--- src/rtl/mw_add_pkg.sv ---
// Shared constants and FSM encoding for the multi-word sequential adder.
// Latency: n/a (declarations only).
// Backpressure: n/a.
package mw_add_pkg;

    // Width of the time-shared adder slice.
    localparam int SLICE_W = 16;

    typedef enum logic [1:0] {
        IDLE = 2'd0,
        RUN  = 2'd1,
        DONE = 2'd2
    } state_t;

endpackage

--- src/rtl/mw_add_seq_brentkung.sv ---
// 16-bit Brent-Kung parallel-prefix adder slice with carry-in and carry-out.
// Latency: combinational.
// Backpressure: none; pure function of its inputs.
//
// Ports: a, b (slice operands), cin (slice carry-in), sum (slice sum), cout (slice carry-out).
module brentkung
    import mw_add_pkg::*;
(
    input  logic [SLICE_W-1:0] a,
    input  logic [SLICE_W-1:0] b,
    input  logic               cin,
    output logic [SLICE_W-1:0] sum,
    output logic               cout
);

    always_comb begin : prefix
        logic [SLICE_W-1:0] gg;
        logic [SLICE_W-1:0] pp;
        gg = a & b;
        pp = a ^ b;
        // Fold the carry-in into bit 0 so every group generate below already
        // includes it; gg[i] then becomes the carry into bit i+1.
        gg[0] = gg[0] | (pp[0] & cin);
        // Up-sweep: build group terms at positions 1,3,7,15.
        for (int d = 1; d < SLICE_W; d = d * 2) begin
            for (int i = 2 * d - 1; i < SLICE_W; i = i + 2 * d) begin
                gg[i] = gg[i] | (pp[i] & gg[i - d]);
                pp[i] = pp[i] & pp[i - d];
            end
        end
        // Down-sweep: fill in the remaining prefix positions.
        for (int d = SLICE_W / 4; d >= 1; d = d / 2) begin
            for (int i = 3 * d - 1; i < SLICE_W; i = i + 2 * d) begin
                gg[i] = gg[i] | (pp[i] & gg[i - d]);
                pp[i] = pp[i] & pp[i - d];
            end
        end
        sum  = (a ^ b) ^ {gg[SLICE_W-2:0], cin};
        cout = gg[SLICE_W-1];
    end

endmodule

--- src/rtl/mw_add_seq.sv ---
// Multi-word adder reusing one 16-bit slice adder, LSB slice first, carry chained in a register.
// Latency: out_valid rises WORDS edges after the accepting edge; one op per WORDS+2 cycles at best.
// Backpressure: in_ready only in IDLE; the result is held in DONE until out_ready.
//
// Ports: clk, rst_n (async active-low); in_valid/in_ready with in_a, in_b, in_cin
// (plus in_sub when MW_ADD_SUB_EN is defined: subtract a-b); out_valid/out_ready with
// out_sum, out_cout, out_ovf (signed overflow); busy (high outside IDLE).
// Optional feature macro: MW_ADD_SUB_EN.
module mw_add_seq
    import mw_add_pkg::*;
#(
    parameter int WORDS = 4
) (
    input  logic                     clk,
    input  logic                     rst_n,
    input  logic                     in_valid,
    output logic                     in_ready,
    input  logic [WORDS*SLICE_W-1:0] in_a,
    input  logic [WORDS*SLICE_W-1:0] in_b,
    input  logic                     in_cin,
`ifdef MW_ADD_SUB_EN
    input  logic                     in_sub,
`endif
    output logic                     out_valid,
    input  logic                     out_ready,
    output logic [WORDS*SLICE_W-1:0] out_sum,
    output logic                     out_cout,
    output logic                     out_ovf,
    output logic                     busy
);

    localparam int W     = WORDS * SLICE_W;
    localparam int IDX_W = $clog2(WORDS);

    state_t             state_q;
    state_t             state_d;
    logic [W-1:0]       a_q;
    logic [W-1:0]       b_q;
    logic               carry_q;
    logic [IDX_W-1:0]   idx_q;
    logic               accept;
    logic               step;
    logic               last;
    logic [SLICE_W-1:0] slice_a;
    logic [SLICE_W-1:0] slice_b;
    logic [SLICE_W-1:0] slice_sum;
    logic               slice_cout;
    logic               msb_cin;

    assign slice_a = a_q[idx_q*SLICE_W +: SLICE_W];
    assign slice_b = b_q[idx_q*SLICE_W +: SLICE_W];
    assign last    = (idx_q == IDX_W'(WORDS - 1));
    // Carry into the top bit recovered from the sum: s = a ^ b ^ c.
    assign msb_cin = slice_a[SLICE_W-1] ^ slice_b[SLICE_W-1] ^ slice_sum[SLICE_W-1];

    brentkung u_slice (
        .a    (slice_a),
        .b    (slice_b),
        .cin  (carry_q),
        .sum  (slice_sum),
        .cout (slice_cout)
    );

    always_ff @(posedge clk or negedge rst_n) begin
        if (!rst_n) begin
            state_q <= IDLE;
        end else begin
            state_q <= state_d;
        end
    end

    always_comb begin
        state_d   = state_q;
        in_ready  = 1'b0;
        out_valid = 1'b0;
        busy      = 1'b1;
        accept    = 1'b0;
        step      = 1'b0;
        case (state_q)
            IDLE: begin
                in_ready = 1'b1;
                busy     = 1'b0;
                if (in_valid) begin
                    accept  = 1'b1;
                    state_d = RUN;
                end
            end
            RUN: begin
                step = 1'b1;
                if (last) begin
                    state_d = DONE;
                end
            end
            DONE: begin
                out_valid = 1'b1;
                if (out_ready) begin
                    state_d = IDLE;
                end
            end
            default: begin
                state_d = IDLE;
            end
        endcase
    end

    always_ff @(posedge clk or negedge rst_n) begin
        if (!rst_n) begin
            a_q      <= '0;
            b_q      <= '0;
            carry_q  <= 1'b0;
            idx_q    <= '0;
            out_sum  <= '0;
            out_cout <= 1'b0;
            out_ovf  <= 1'b0;
        end else if (accept) begin
            a_q   <= in_a;
            idx_q <= '0;
`ifdef MW_ADD_SUB_EN
            // a - b computed as a + ~b + 1.
            b_q     <= in_sub ? ~in_b : in_b;
            carry_q <= in_sub | in_cin;
`else
            b_q     <= in_b;
            carry_q <= in_cin;
`endif
        end else if (step) begin
            out_sum[idx_q*SLICE_W +: SLICE_W] <= slice_sum;
            carry_q <= slice_cout;
            if (last) begin
                out_cout <= slice_cout;
                out_ovf  <= msb_cin ^ slice_cout;
            end else begin
                // idx parks at WORDS-1 rather than wrapping.
                idx_q <= idx_q + 1'b1;
            end
        end
    end

endmodule
--- config.mk ---
export PLATFORM = sky130hd
export DESIGN_NAME = mw_add_seq
export DESIGN_NICKNAME = d
export VERILOG_FILES = /design/src/rtl/mw_add_pkg.sv /design/src/rtl/mw_add_seq_brentkung.sv /design/src/rtl/mw_add_seq.sv
export SDC_FILE = /design/constraint.sdc
export NUM_CORES = 1
export LEC_CHECK = 0
export BUFFER_PORTS_ARGS = -buffer_cell sky130_fd_sc_hd__buf_2
export CORE_MARGIN = 2
export CORE_UTILIZATION = 50
export DETAILED_ROUTE_END_ITERATION = 7
export MAX_ROUTING_LAYER = met4
export PLACE_DENSITY = 0.75
export SYNTH_ARGS = -nofsm -noshare
export SYNTH_HDL_FRONTEND = slang
export SYNTH_SLANG_ARGS = --single-unit
export TNS_END_PERCENT = 100
--- constraint.sdc ---
create_clock -name clk -period 4.9 [get_ports clk]
set_clock_uncertainty 0.15 [all_clocks]
set_input_delay 0.245 -clock clk [delete_from_list [all_inputs] [get_ports clk]]
set_output_delay 0.245 -clock clk [all_outputs]
set_load 0.005 [all_outputs]
Yosys cells after proc, flatten, opt, wreduce, memory -nomap -nowiden
Index checks and enable logic that the tools add are counted.

operators by class
  equal/unequal tests = 7
  add/sub/neg operators = 2
  multiplexer cells = 16
  reduce and logical (&&, ||, !) cells = 6
  shifts and indexed selects = 4
  bitwise logic cells = 72

operators with widths
  operator                                                count
  indexed part select 64 x 7 -> 16 bit                    2
  bitwise mux 64 bit                                      1
  variable shift 16 x 34 -> 64 bit, first input constant  1
  indexed part select 16 x 34 -> 64 bit                   1
  AND 1 bit                                               38
  negator 6 -> 34 bit                                     1
  XOR 16 bit                                              2
  bitwise OR 1 bit                                        27
  AND 16 bit                                              1
  2-to-1 mux 2 bit                                        6
  2-to-1 mux 1 bit                                        8
  != test 2 bit, second input constant                    4
  one-hot mux 2 bit (3 select lines)                      1
  AND reduction 3 bit                                     2
  == test 2 bit, second input constant                    2
  AND reduction 2 bit                                     2
  XOR 1 bit                                               3
  adder 2 x 1 -> 2 bit, second input constant             1
  == test 2 x 1 -> 1 bit, second input constant           1
  logical NOT 2 bit                                       1
  nonzero test 2 bit                                      1
  NOT 1 bit                                               1

word-level totals
  register bits = 199
  word-level logic and storage cells = 115
  input port bits = 133
  output and inout bits = 69

Longest topological paths before layout
  depth after elaboration = 19
  mapped depth = 15
  mapped depth without buffers = 13

Modules after synthesis
Synthesis repeated with hierarchy kept, for this count alone.

unflattened totals
  cells, all modules = 634
  area, all modules = 9117.5 sq um

modules (own cells, without submodules)
  module      area an instance (sq um)  sequential area each (sq um)  times used  cells each
  mw_add_seq  8471.9                    4979.8                        1           564
  brentkung   645.6                     0.0                           1           70

Worst setup path before layout
No wires, ideal clock.

  path kind = flip-flop to flip-flop
  start = reg idx_q[0]
  end = reg out_sum[11]
  setup slack = 0.901 ns
  library setup time = 0.136 ns
  data required time = 4.614 ns
  clock period less this slack = 3.999 ns
  arrival time = 3.714 ns
  cell stages (with the launch flop) = 16
  path buffers = 2
  path through = dfrtp_1 -> buf_2 -> buf_2 -> mux4_2 -> fa_1 -> inv_1 -> fa_1 -> nor2b_1 -> o2111a_1 -> a211oi_1 -> nand2_1 -> nand2_1 -> nand2_1 -> fa_1 -> xnor2_1 -> o21ai_0

between the ends
  word-level cells in the longest chain between the ends = 19
  elaborated cells on any way between the ends = 63
  those cells by class = add/sub (1); shift (4); mux (1); bitwise (57)

ends and longest elaborated chain
  what                                                     line                                                    text
  from (decl)                                              mw_add_seq.sv:40                                        logic [IDX_W-1:0] idx_q;
  from (signal assigned)                                   mw_add_seq.sv:134                                       idx_q <= idx_q + 1'b1;
  indexed part select 64 x 7 -> 16 bit (on tied branches)  mw_add_seq.sv:50, mw_add_seq.sv:51
  XOR 16 bit                                               mw_add_seq_brentkung.sv:20, mw_add_seq_brentkung.sv:38
  AND 1 bit                                                mw_add_seq_brentkung.sv:23                              gg[0] = gg[0] | (pp[0] & cin);
  bitwise OR 1 bit                                         mw_add_seq_brentkung.sv:23
  AND 1 bit                                                mw_add_seq_brentkung.sv:27                              gg[i] = gg[i] | (pp[i] & gg[i - d]);
  bitwise OR 1 bit                                         mw_add_seq_brentkung.sv:27
  AND 1 bit                                                mw_add_seq_brentkung.sv:27
  bitwise OR 1 bit                                         mw_add_seq_brentkung.sv:27
  [... 3 more ...]                                         n/a
  bitwise OR 1 bit                                         mw_add_seq_brentkung.sv:34                              gg[i] = gg[i] | (pp[i] & gg[i - d]);
  AND 1 bit                                                mw_add_seq_brentkung.sv:34
  bitwise OR 1 bit                                         mw_add_seq_brentkung.sv:34
  AND 1 bit                                                mw_add_seq_brentkung.sv:34
  bitwise OR 1 bit                                         mw_add_seq_brentkung.sv:34
  XOR 16 bit                                               mw_add_seq_brentkung.sv:38                              sum = (a ^ b) ^ {gg[SLICE_W-2:0], cin};
  indexed part select 16 x 34 -> 64 bit                    mw_add_seq.sv:127                                       out_sum[idx_q*SLICE_W +: SLICE_W] <= slice_sum;
  bitwise mux 64 bit *                                     mw_add_seq.sv:127
  to (signal, indexed assignment)                          mw_add_seq.sv:127
  to (decl)                                                mw_add_seq.sv:26                                        output logic [WORDS*SLICE_W-1:0] out_sum,

Every way passes the cells marked *; elsewhere a longest branch is shown, timed or not.
A chain may end at the register's enable or synchronous reset.

Worst setup path in the final report
  start = reg idx_q[0]
  end = reg out_sum[29]

The elaborated chain is that of the path after synthesis.

==> flow_metrics.tcl <==
set metrics [dict create \
    tns_ns 0 \
    synthXorXnorAreaFrac_pct 0.6886 \
    synth_top_family_by_area "multiplexers" \
    synthAdderAreaFrac_pct 4.834 \
    r2r-start "idx_q[0]$_DFFE_PN0P_" \
    rows 48 \
    cp_data_arrival_time_ns 4.46 \
    synth_edf_count 0 \
    worstPathRequired_ns 5.03 \
    grt_usage_pct 27.21 \
    postLayoutCoreUtil_pct 69.10 \
    grt_max_degree 97 \
    combPwrFrac_pct 52.8 \
    syn_nets 783 \
    yosysSeqAreaShare_pct 55.93 \
    drt-initial-drc-count 416 \
    ant_nets 0 \
    synth_top_area_cell "dfrtp_1" \
    final_nets 1110 \
    drt_wl_total_um 23830 \
    worstMarginPinSlew_ns 1.044 \
    synth_compound_area_share_pct 7.083 \
    worstSkewPairLatency_ns 0.43 \
    clkSlewWorstSetupHoldPaths_ns 0.07 \
    io_buffers 201 \
    wl_per_cell_um 20.07 \
    cts.path.max_buffers 2 \
    coreArea_um2 17360 \
    syn_to_final_growth_pct 34.70 \
    maxCapViolations 0 \
    power_frac_clock_pct 15.5 \
    dr.pass1.iters 5 \
    drv_slew 0 \
    rr_worst_depth 10 \
    status "finished clean" \
    r2r_slack_ns 0.57 \
    grt_pass1_vias 6968 \
    grt-busiest-layer "met2" \
    setup_slack_ns 0.5726 \
    power_leakage_uw 0.005582 \
    synth.area.top_cells "dfrtp_1 (56%), mux2_2 (16%), mux4_2 (8.1%), ha_1 (2.8%), nand2_1 (2.6%)" \
    yosysWarnings 0 \
    synth_cells 621 \
    ir_worst_vdd_mv 0.6267 \
    powerDensity_nw_per_um2 751.2 \
    gr-total-overflow 0 \
    crit_type "reg2reg" \
    ys_ff_latch 199 \
    cts_tree "done" \
    dp_hpwl_um 15980 \
    die_area_um2 18890 \
    htree_levels 4 \
    hp-class "in2async" \
    cts.repair.resized 0 \
    synth_cell_type_count 43 \
    syn-cell-area_um2 8904 \
    end_kind "flop" \
    synth-async-reset-ratio_pct 100.0 \
    synth_ff_type "dfrtp_1" \
    grt_pass1_wl_um 37340 \
    p_seq_share_pct 31.7 \
    drive_gt1_share_pct 43.39 \
    met1_usage_pct 34.38 \
    drc 0 \
    groute.layer.met2.usage_pct 45.88 \
    r2r_end "out_sum[29]$_DFFE_PN0P_" \
    p_int_uw 5308 \
    cts_buffers 17 \
    initial_core_util_pct 51.30 \
    die_w_um 137.4 \
    use_met3_pct 4.415 \
    gp_congestion 0.8162 \
    fin_crit_sh_pct 88.31 \
    fmax_ghz 0.2311 \
    power_switching_uw 3701 \
    sw_frac_of_total_pct 41.08 \
    antenna_found_initial 1 \
    setup_violations 0 \
    cts_setup_buffers 0 \
    p_total_uw 9009 \
    avgSynthCellArea_um2 14.34 \
    start_kind "flop" \
    hold_violations 0 \
    synth_top_area_share_pct 55.93 \
    min_period_ns 4.327 \
    chipHeight_um 137.4 \
    cp_max_fo 18 \
    synthMuxAreaShare_pct 24.41 \
    rsz0062_at_grt "false" \
    cts_hold_buffers 132 \
    yosys.area_share.simple_pct 4.469 \
    cts_sinks 199 \
    viasPerCell 5.533 \
    via_count 6568 \
    slew-limit-headroom_pct 30.42 \
    place_ws_ns 0.6030 \
    ioPinCount 202 \
    clockRootBuffer "clkbuf_16" \
]
[routing by layer]
layer / up-vias / routed length, µm
li1: 2903 / -
met1: 3369 / 9770
met2: 258 / 12250
met3: 38 / 1391
met4: 0 / 412
met5: - / 0
[worst max-delay path, cell delays in order, from the launching register on]
cell and delay, ns:
dfrtp_2 0.61, buf_4 0.39, mux4_2 0.58, ha_1 0.38
a21oi_2 0.19, nand3b_1 0.15, a2111oi_4 0.41, o21bai_1 0.18
fa_1 0.41, xnor2_1 0.52, o21ai_0 0.20
[flip-flops by register name (all words and copies together) (netlist names)]
register	count
idx_q	2
state_q	2
b_q	64
out_sum	64
a_q	64
carry_q	1
out_ovf	1
out_cout	1
[cell usage after synthesis, drive strengths merged, types with 2 or more instances]
library cell  count
dfrtp           199
mux2            129
nand2            62
o21ai            48
mux4             32
a22o             23
buf              22
ha               20
inv              13
clkbuf           10
nor2             10
fa                9
a21oi             7
nand4             4
xnor2             4
nand2b            3
xor2              3
nand3             2
nor2b             2
nor3              2
o21bai            2
[cells by family after synthesis]
logic type	count (synthesis)
compound gates	89
xor+xnor	7
fa+ha+maj	29
buf+inv	45
flops	199
mux	161
simple gates	91
[stage by stage]
step | cells | hold WS, ns | instance area [µm²]
after floorplan | 621 | -0.2006 | 8904
after global placement | 1022 | 0.2048 | 10080
after detailed placement | 1022 | 0.2113 | 10080
after CTS | 1186 | 0.3244 | 11990
after global routing | 1187 | 0.3598 | 11990
final | 1187 | 0.2964 | 11990
[power by group through the flow]
stage | logic, µW | clock network (µW) | registers (µW)
4_1_cts | 4710 | 1410 | 2840
5_1_grt | 5140 | 1480 | 2940
2_1_floorplan | 3280 | 0 | 2680
3_3_place_gp | 4440 | 0 | 2820
3_5_place_dp | 4600 | 0 | 2870
6_report | 4760 | 1400 | 2860
[cell usage in the layout (no fill, tap or decap), types with 17 or more instances in the layout]
cell type,n
mux2_2,129
nand2_1,61
mux4_2,32
buf_2,200
ha_1,20
a22o_1,23
clkbuf_16,17
dlygate4sd3_1,132
o21ai_0,37
dfrtp_1,197
[area by class of cell]
class	instances	area [µm²]
antenna	1	2.502
clock buffer	21	470.5
clock inverter	11	122.6
fill	1160	5364
inverter	13	48.80
multi-input combinational	377	3696
sequential	199	4982
tap	225	281.5
timing repair buffer	340	2389
[worst max-delay path by stage]
stage / start / to
6_report: idx_q[0]$_DFFE_PN0P_ / out_sum[29]$_DFFE_PN0P_
5_1_grt: idx_q[0]$_DFFE_PN0P_ / out_sum[45]$_DFFE_PN0P_
4_1_cts: idx_q[0]$_DFFE_PN0P_ / out_sum[29]$_DFFE_PN0P_
3_5_place_dp: idx_q[0]$_DFFE_PN0P_ / out_sum[29]$_DFFE_PN0P_
3_3_place_gp: idx_q[0]$_DFFE_PN0P_ / out_sum[45]$_DFFE_PN0P_
2_1_floorplan: idx_q[0]$_DFFE_PN0P_ / out_sum[11]$_DFFE_PN0P_
(Power assumes the default switching activity.)
